--- src/rtl/ps2_pkg.sv ---
// ps2_pkg
// Shared definitions for the PS/2 scancode receiver: the frame FSM state
// type, the fixed PS/2 frame constants and a parity helper.
package ps2_pkg;

    typedef enum logic [1:0] {
        IDLE,
        DATA,
        PARITY,
        STOP
    } ps2_state_t;

    localparam int   DATA_BITS       = 8;
    localparam logic START_BIT_VALUE = 1'b0;
    localparam logic STOP_BIT_VALUE  = 1'b1;

    // PS/2 uses odd parity: the eight data bits plus the parity bit must
    // contain an odd number of ones.
    function automatic logic odd_parity_ok(input logic [DATA_BITS-1:0] data,
                                           input logic                 parity);
        return ^{parity, data};
    endfunction

endpackage

--- src/rtl/ps2_scancode_fifo.sv ---
// ps2_scancode_fifo
// First-word fall-through scancode buffer, FIFO_DEPTH entries of 8 bits.
// FIFO_DEPTH must be a power of two and at least 2.
//
// Ports:
//   clock      chipset clock, rising edge
//   reset      synchronous, active-high; empties the buffer
//   push       write push_data (accepted when not full, or full with a pop)
//   push_data  byte to write
//   pop        remove the head entry (ignored while empty)
//   head       head entry, forced to 0 while empty
//   full       count == FIFO_DEPTH
//   empty      count == 0
//   count      occupancy, 0..FIFO_DEPTH
module ps2_scancode_fifo
    import ps2_pkg::*;
#(
    parameter int FIFO_DEPTH = 4
) (
    input  logic                          clock,
    input  logic                          reset,
    input  logic                          push,
    input  logic [DATA_BITS-1:0]          push_data,
    input  logic                          pop,
    output logic [DATA_BITS-1:0]          head,
    output logic                          full,
    output logic                          empty,
    output logic [$clog2(FIFO_DEPTH):0]   count
);

    localparam int PTR_W = $clog2(FIFO_DEPTH);
    localparam int CNT_W = PTR_W + 1;

    logic [DATA_BITS-1:0] mem [FIFO_DEPTH];
    logic [PTR_W-1:0]     rd_ptr;
    logic [PTR_W-1:0]     wr_ptr;
    logic [CNT_W-1:0]     count_q;
    logic                 pop_ok;
    logic                 push_ok;

    assign full  = (count_q == CNT_W'(FIFO_DEPTH));
    assign empty = (count_q == '0);
    assign count = count_q;

    // A pop frees the head slot first, so a push into a full buffer is still
    // accepted when it coincides with a real pop.
    assign pop_ok  = pop && !empty;
    assign push_ok = push && (!full || pop_ok);

    assign head = empty ? '0 : mem[rd_ptr];

    always_ff @(posedge clock) begin
        if (reset) begin
            rd_ptr  <= '0;
            wr_ptr  <= '0;
            count_q <= '0;
        end else begin
            if (push_ok) begin
                wr_ptr <= wr_ptr + PTR_W'(1);
            end
            if (pop_ok) begin
                rd_ptr <= rd_ptr + PTR_W'(1);
            end
            if (push_ok && !pop_ok) begin
                count_q <= count_q + CNT_W'(1);
            end else if (pop_ok && !push_ok) begin
                count_q <= count_q - CNT_W'(1);
            end
        end
    end

    // Storage needs no reset; the pointers and count define what is valid.
    always_ff @(posedge clock) begin
        if (push_ok) begin
            mem[wr_ptr] <= push_data;
        end
    end

endmodule

--- src/rtl/ps2_frame_receiver.sv ---
// ps2_frame_receiver
// Deserialises PS/2 keyboard frames (start, 8 data LSB-first, odd parity,
// stop) from synchronised ps2_clock/ps2_data into scancode bytes, buffers
// them in a small FWFT FIFO and inhibits the device while the FIFO is full.
//
// Ports:
//   clock           chipset clock, rising edge
//   reset           synchronous, active-high
//   ps2_clock       PS/2 clock, already synchronised
//   ps2_data        PS/2 data, already synchronised
//   ps2_clock_out   0 pulls the PS/2 clock low (inhibit), 1 releases it
//   scancode        FIFO head byte, valid while scancode_valid=1
//   scancode_valid  FIFO not empty
//   scancode_read   pop the head entry
//   parity_error    sticky, bad odd parity seen
//   framing_error   sticky, stop bit 0 or frame timeout
//   overflow        sticky, good byte arrived with the FIFO full
//   error_clear     clears the sticky flags (a same-cycle set wins)
module ps2_frame_receiver
    import ps2_pkg::*;
#(
    parameter int FILTER_CYCLES  = 8,
    parameter int TIMEOUT_CYCLES = 16384,
    parameter int FIFO_DEPTH     = 4
) (
    input  logic                 clock,
    input  logic                 reset,
    input  logic                 ps2_clock,
    input  logic                 ps2_data,
    output logic                 ps2_clock_out,
    output logic [DATA_BITS-1:0] scancode,
    output logic                 scancode_valid,
    input  logic                 scancode_read,
    output logic                 parity_error,
    output logic                 framing_error,
    output logic                 overflow,
    input  logic                 error_clear
);

    localparam int FILT_W = $clog2(FILTER_CYCLES);
    localparam int TO_W   = $clog2(TIMEOUT_CYCLES);
    localparam int CNT_W  = $clog2(FIFO_DEPTH) + 1;

    logic                 filt_clk;
    logic [FILT_W-1:0]    filt_cnt;
    logic                 filt_differ;
    logic                 filt_flip;
    logic                 sample_event;

    ps2_state_t           state;
    ps2_state_t           state_next;
    logic [2:0]           bit_count;
    logic [2:0]           bit_count_next;
    logic [DATA_BITS-1:0] shift_reg;
    logic [DATA_BITS-1:0] shift_next;
    logic                 parity_bit;
    logic                 parity_next;
    logic [TO_W-1:0]      timeout_cnt;
    logic [TO_W-1:0]      timeout_next;

    logic                 byte_push;
    logic                 set_parity_err;
    logic                 set_framing_err;
    logic                 set_overflow;

    logic                 fifo_full;
    logic                 fifo_empty;
    logic [CNT_W-1:0]     fifo_count;

    // Clock filter: the filtered clock follows ps2_clock only after the input
    // has disagreed for FILTER_CYCLES consecutive cycles. The sample event is
    // the cycle in which the filtered clock is committed from 1 to 0.
    assign filt_differ  = (ps2_clock != filt_clk);
    assign filt_flip    = filt_differ && (filt_cnt == FILT_W'(FILTER_CYCLES - 1));
    assign sample_event = filt_flip && filt_clk;

    always_ff @(posedge clock) begin
        if (reset) begin
            filt_clk <= 1'b1;
            filt_cnt <= '0;
        end else if (!filt_differ) begin
            filt_cnt <= '0;
        end else if (filt_flip) begin
            filt_clk <= ps2_clock;
            filt_cnt <= '0;
        end else begin
            filt_cnt <= filt_cnt + FILT_W'(1);
        end
    end

    always_ff @(posedge clock) begin
        if (reset) begin
            state       <= IDLE;
            bit_count   <= '0;
            shift_reg   <= '0;
            parity_bit  <= 1'b0;
            timeout_cnt <= '0;
        end else begin
            state       <= state_next;
            bit_count   <= bit_count_next;
            shift_reg   <= shift_next;
            parity_bit  <= parity_next;
            timeout_cnt <= timeout_next;
        end
    end

    // Frame FSM. A sample event always takes priority over the timeout since
    // it proves the device is still clocking.
    always_comb begin
        state_next      = state;
        bit_count_next  = bit_count;
        shift_next      = shift_reg;
        parity_next     = parity_bit;
        timeout_next    = timeout_cnt + TO_W'(1);
        byte_push       = 1'b0;
        set_parity_err  = 1'b0;
        set_framing_err = 1'b0;

        if (state == IDLE) begin
            timeout_next = '0;
            if (sample_event && (ps2_data == START_BIT_VALUE)) begin
                state_next     = DATA;
                bit_count_next = '0;
            end
        end else if (sample_event) begin
            timeout_next = '0;
            unique case (state)
                DATA: begin
                    shift_next     = {ps2_data, shift_reg[DATA_BITS-1:1]};
                    bit_count_next = bit_count + 3'd1;
                    if (bit_count == 3'(DATA_BITS - 1)) begin
                        state_next = PARITY;
                    end
                end
                PARITY: begin
                    parity_next = ps2_data;
                    state_next  = STOP;
                end
                STOP: begin
                    state_next = IDLE;
                    if (ps2_data != STOP_BIT_VALUE) begin
                        set_framing_err = 1'b1;
                    end else if (!odd_parity_ok(shift_reg, parity_bit)) begin
                        set_parity_err = 1'b1;
                    end else begin
                        byte_push = 1'b1;
                    end
                end
                default: state_next = IDLE;
            endcase
        end else if (timeout_cnt == TO_W'(TIMEOUT_CYCLES - 1)) begin
            state_next      = IDLE;
            timeout_next    = '0;
            set_framing_err = 1'b1;
        end
    end

    // A good byte is only lost when the FIFO is full and no real pop frees a
    // slot in the same cycle.
    assign set_overflow = byte_push && fifo_full && !(scancode_read && !fifo_empty);

    always_ff @(posedge clock) begin
        if (reset) begin
            parity_error  <= 1'b0;
            framing_error <= 1'b0;
            overflow      <= 1'b0;
        end else begin
            if (set_parity_err) begin
                parity_error <= 1'b1;
            end else if (error_clear) begin
                parity_error <= 1'b0;
            end
            if (set_framing_err) begin
                framing_error <= 1'b1;
            end else if (error_clear) begin
                framing_error <= 1'b0;
            end
            if (set_overflow) begin
                overflow <= 1'b1;
            end else if (error_clear) begin
                overflow <= 1'b0;
            end
        end
    end

    ps2_scancode_fifo #(
        .FIFO_DEPTH(FIFO_DEPTH)
    ) u_fifo (
        .clock     (clock),
        .reset     (reset),
        .push      (byte_push),
        .push_data (shift_reg),
        .pop       (scancode_read),
        .head      (scancode),
        .full      (fifo_full),
        .empty     (fifo_empty),
        .count     (fifo_count)
    );

    assign scancode_valid = !fifo_empty;

    // Decoded straight from the registered occupancy count.
    assign ps2_clock_out = (fifo_count != CNT_W'(FIFO_DEPTH));

endmodule
--- config.mk ---
export PLATFORM = sky130hd
export DESIGN_NAME = ps2_frame_receiver
export DESIGN_NICKNAME = d
export VERILOG_FILES = /design/src/rtl/ps2_pkg.sv /design/src/rtl/ps2_scancode_fifo.sv /design/src/rtl/ps2_frame_receiver.sv
export SDC_FILE = /design/constraint.sdc
export NUM_CORES = 1
export LEC_CHECK = 0
export ABC_AREA = 1
export CAP_MARGIN = 0
export CORE_ASPECT_RATIO = 0.6
export CORE_MARGIN = 4
export CORE_UTILIZATION = 59
export DETAILED_ROUTE_END_ITERATION = 10
export GPL_TIMING_DRIVEN = 0
export PLACE_DENSITY_LB_ADDON = 0.1
export SYNTH_ARGS = -nofsm -noshare
export SYNTH_HDL_FRONTEND = slang
export SYNTH_HIERARCHICAL = 1
export SYNTH_SLANG_ARGS = --single-unit
--- constraint.sdc ---
create_clock -name clock -period 3.88 [get_ports clock]
set_input_delay 0.97 -clock clock [delete_from_list [all_inputs] [get_ports clock]]
set_output_delay 0.97 -clock clock [all_outputs]
set_load 0.005 [all_outputs]
==> results by stage <==
Critical path:
- The most frequent cell on the critical path is sky130_fd_sc_hd__inv_1.
- The class of the most critical setup path is in2reg.
- Of all nets on the critical path, the largest fanout is 5.
- The startpoint identified for the worst register-to-register timing path is filt_cnt[0].
- The signal on the critical path passes through clkdlybuf4s50_1 > inv_1 > nand3_4 > nor2_4 > inv_1 > nor4_1 > nand2_1 > inv_1 > ha_1 > inv_1 > fa_1 > inv_1 > nand2_1 > nand3_1 > nand2_1 > nand2_1 > nor2_1.
- The number of cells on the critical path is 17.
- The type of origin of the critical path is an input pin.
- At the worst endpoint, the required time is 4.12 ns.
- The combined buffer and inverter count along the critical path is 6.
- The worst register-to-register path ends at u_fifo/count[2].
- The largest single stage delay on the critical path is 0.63 ns.
- For flop-to-flop paths, the worst setup slack is 0.66 ns.
- The capturing element type of the critical path is a flop.
- The gate family responsible for the most delay along the worst path is simple AND/OR/NAND/NOR gates.
- The slowest stage of the critical path is the sky130_fd_sc_hd__nor4_1 cell.
- At the worst endpoint, the arrival time is 3.85 ns.
- For the worst flop-to-flop path, the logic depth is 17.

Power:
- The static leakage power is 0.00154 uW.
- The total power is 1860 uW.
- The areal power density over the cells is 468 nW/um2.
- The worst-case vdd ir drop is 0.290 mV.

Yosys:
- Yosys printed 6 warnings.
- The flip-flop and latch count after synthesis is 76.
- The dominant combinational cell family by area after synthesis is simple AND/OR/NAND/NOR gates.
- The cell count after synthesis is 394.
- The synthesized net count is 416.
- Counting distinct cell types in the post-synthesis netlist gives 41.
- Of the total synthesized cell area, the portion taken by AND, OR, NAND and NOR gates is 0.224.
- The mean area per synthesized cell is 8.94 um2.
- In this run, synthesis inferred 32 flip-flops with an integrated enable.
- The multiplexer share of the synthesized area is 0.
- Of the total synthesized cell area, the portion taken by XOR and XNOR cells is 0.0174.
- The compound-cell area share of the yosys netlist is 0.104.
- The synthesized netlist occupies a cell area of 3520 um2.
- Of the synthesized area, sequential elements account for 0.523.
- Of the total synthesized cell area, the portion taken by full adders, half adders and majority gates is 0.0590.
- The post-synthesis async set-or-reset flop share is 0.
- Among all flip-flop cells after synthesis, the most frequent one is sky130_fd_sc_hd__dfxtp_1.

Clock tree:
- The register clock-pin slew on the reported worst setup and hold paths is 0.07 ns.
- The maximum root-to-sink buffer count is 2.
- The clock buffer count from CTS is 9.
- The clock tree from TritonCTS is built.
- The number of instances resized during post-cts repair is 0.
- At the later pin of the worst-skew pair, clock insertion delay measures 0.34 ns.
- The level count of the clock H-tree is 3.
- The post-CTS setup repair buffer count is 0.
- Clock tree synthesis selected as its root buffer the cell sky130_fd_sc_hd__clkbuf_8.
- The number of hold buffers added after cts is 0.
- The total number of clock tree sinks is 76.

Placed design:
- The placement-stage cell area is 3800 um2.
- The congestion estimate from routability-driven global placement came to 0.814.
- The count of buffers added on input and output ports is 18.
- The number of placed cells counting well taps is 492.
- The sum of net half-perimeters after detailed placement is 4740 um.

Min path:
- In this run the most critical hold path is launched from filt_cnt[0].
- The worst hold-check path type is reg2reg.
- The worst hold path terminates at filt_cnt[0].
- The number of cells on the worst hold path is 1.

STA:
- Dividing the final minimum period by the clock period gives 0.929.
- The max-slew violation total from the final report is 0.
- Setup repair after global routing left no endpoint under its margin.
- The worst-margin pin slew is 0.779 ns.
- Timing would allow up to 277 MHz.
- Final hold analysis gives a worst-case slack of 0.429 ns.
- Setup violations remaining at the end of the flow were counted as 0.
- For the finished layout, the period the worst path requires is 3.61 ns.
- Measured against its own limit, the worst slew margin works out to 0.479.
- Clock skew on the completed layout was measured at 0.00731 ns.
- The final count of hold timing violations came to 0.

Routing:
- In the final routed layout, each cell accounts on average for 12.8 um.
- The wire length after detailed routing is 6520 um.
- The first detailed-routing pass took 4 iterations.
- Summing over every cut layer, the via total after detailed routing is 2542.
- The vias per cell is 5.00.
- For this run, design rule violations remaining after detail routing come to 0.
- The detail route stage leaves a number of antenna-violating nets equal to 0.
- After the first detailed-routing iteration, the DRC count stood at 137.

Global routing:
- For this run, the total global-route usage over all layers was measured as 0.197.
- The initial antenna violation count is 0.
- The via count of the first global-routing pass is 2318.
- Entering global routing, the biggest net connects 14 pins.
- The leftover overflow at the end of global routing is 0.
- The first global-routing pass estimated 10900 um of wire.

Floorplan:
- The initial cell density of the core is 0.620.
- The die height is 67.8 um.
- The floorplan has 21 rows.
- The area of the die is 7310 um2.
- The I/O pin count is 19.
- The horizontal die dimension is 108 um.
- In this run the standard cell core region covers 5680 um2.

Final layout:
- In the final layout, the multi-input gates occupy 1420 um2.
- The final net count is 445.
- 0 antenna diodes ended up in the layout.
- The sequential cells in the finished layout cover a total of 1840 um2.
- The final instance area is 3970 um2.
- The number of flip-flops under the largest register name is 32.
- Leaving out filler cells and counting taps, the final layout contains 508.
- From synthesis to final layout, the design area changed by 12.7%.
- The layout has 465 filler cells.
- The fraction of final layout cells sized beyond drive strength 1 is 0.103.

Run:
- The tool flagged a number of max-cap violations equal to 0.

Outcome:
- The flow ran to the end, and the final reports show no timing, DRC or antenna violations.
## per-layer routing
layer | global-route usage | wire, um
met1 | 0.270 | 3210
met2 | 0.293 | 2730
met3 | 0.0716 | 557
met4 | 0.0661 | 24
met5 | 0 | 0
## metrics by stage
| step | TNS, ns | utilization | setup WS, ns |
|---|---|---|---|
| finish | 0 | 0.699 | 0.274 |
| global route | 0 | 0.699 | 0.0163 |
| CTS | 0 | 0.699 | 0.286 |
| detailed placement | -0.0860 | 0.670 | -0.0810 |
| global placement | 0 | 0.670 | 0.00620 |
| floorplan | 0 | - | 0.734 |
## synthesized netlist by cell type (all sizes together) (2+ instances only)
| master | n | share of area |
|---|---|---|
| inv | 50 | 0.053 |
| o21ai | 28 | 0.040 |
| nand3 | 19 | 0.035 |
| dfxtp | 44 | 0.25 |
| xnor2 | 2 | 0.0050 |
| ha | 15 | 0.053 |
| or2 | 2 | 0.0036 |
| nor2 | 70 | 0.084 |
| clkbuf | 2 | 0.0021 |
| nand4 | 3 | 0.0096 |
| edfxtp | 32 | 0.27 |
| nand2 | 66 | 0.078 |
| buf | 6 | 0.016 |
| nor3 | 3 | 0.0057 |
| xor2 | 5 | 0.012 |
| nor3b | 2 | 0.0043 |
| a21oi | 35 | 0.051 |
## kinds of logic after synthesis
logic type,count (synthesis)
adders and majority gates,16
AOI/OAI and AO/OA,69
buffers and inverters,59
and+or+nand+nor,167
DFF,76
xor gates and xnor gates,7
## worst max-delay path by stage
stage	start	to	slack [ns]
after detailed placement	ps2_clock	u_fifo/count[2]	-0.08
after global routing	ps2_clock	u_fifo/count[2]	0.02
after global placement	ps2_clock	u_fifo/count[2]	0.006
final	ps2_clock	u_fifo/count[2]	0.27
after floorplan	ps2_clock	u_fifo/count[2]	0.73
after CTS	ps2_clock	u_fifo/count[2]	0.29
## power by group
part,total [uW],switching [uW],internal (uW)
sequential,878,26.3,851
clock,509,282,227
combinational,469,254,215
## layout make-up
class / instances / area share
tap: 80 / 0.0252
clock buffer: 9 / 0.0312
buffer: 8 / 0.0164
timing repair buffer: 18 / 0.0454
multi-input combinational: 259 / 0.358
clock inverter: 7 / 0.0110
sequential: 76 / 0.464
inverter: 51 / 0.0482
## layout by cell type (no fill, tap or decap), types with 15 or more instances in the layout
cell / n
sky130_fd_sc_hd__dfxtp_1: 44
sky130_fd_sc_hd__inv_1: 48
sky130_fd_sc_hd__nand3_1: 15
sky130_fd_sc_hd__nor2_1: 63
sky130_fd_sc_hd__a21oi_1: 34
sky130_fd_sc_hd__clkdlybuf4s50_1: 18
sky130_fd_sc_hd__ha_1: 15
sky130_fd_sc_hd__edfxtp_1: 32
sky130_fd_sc_hd__o21ai_0: 18
sky130_fd_sc_hd__nand2_1: 61
No activity file was read; power rests on OpenSTA's default activity.
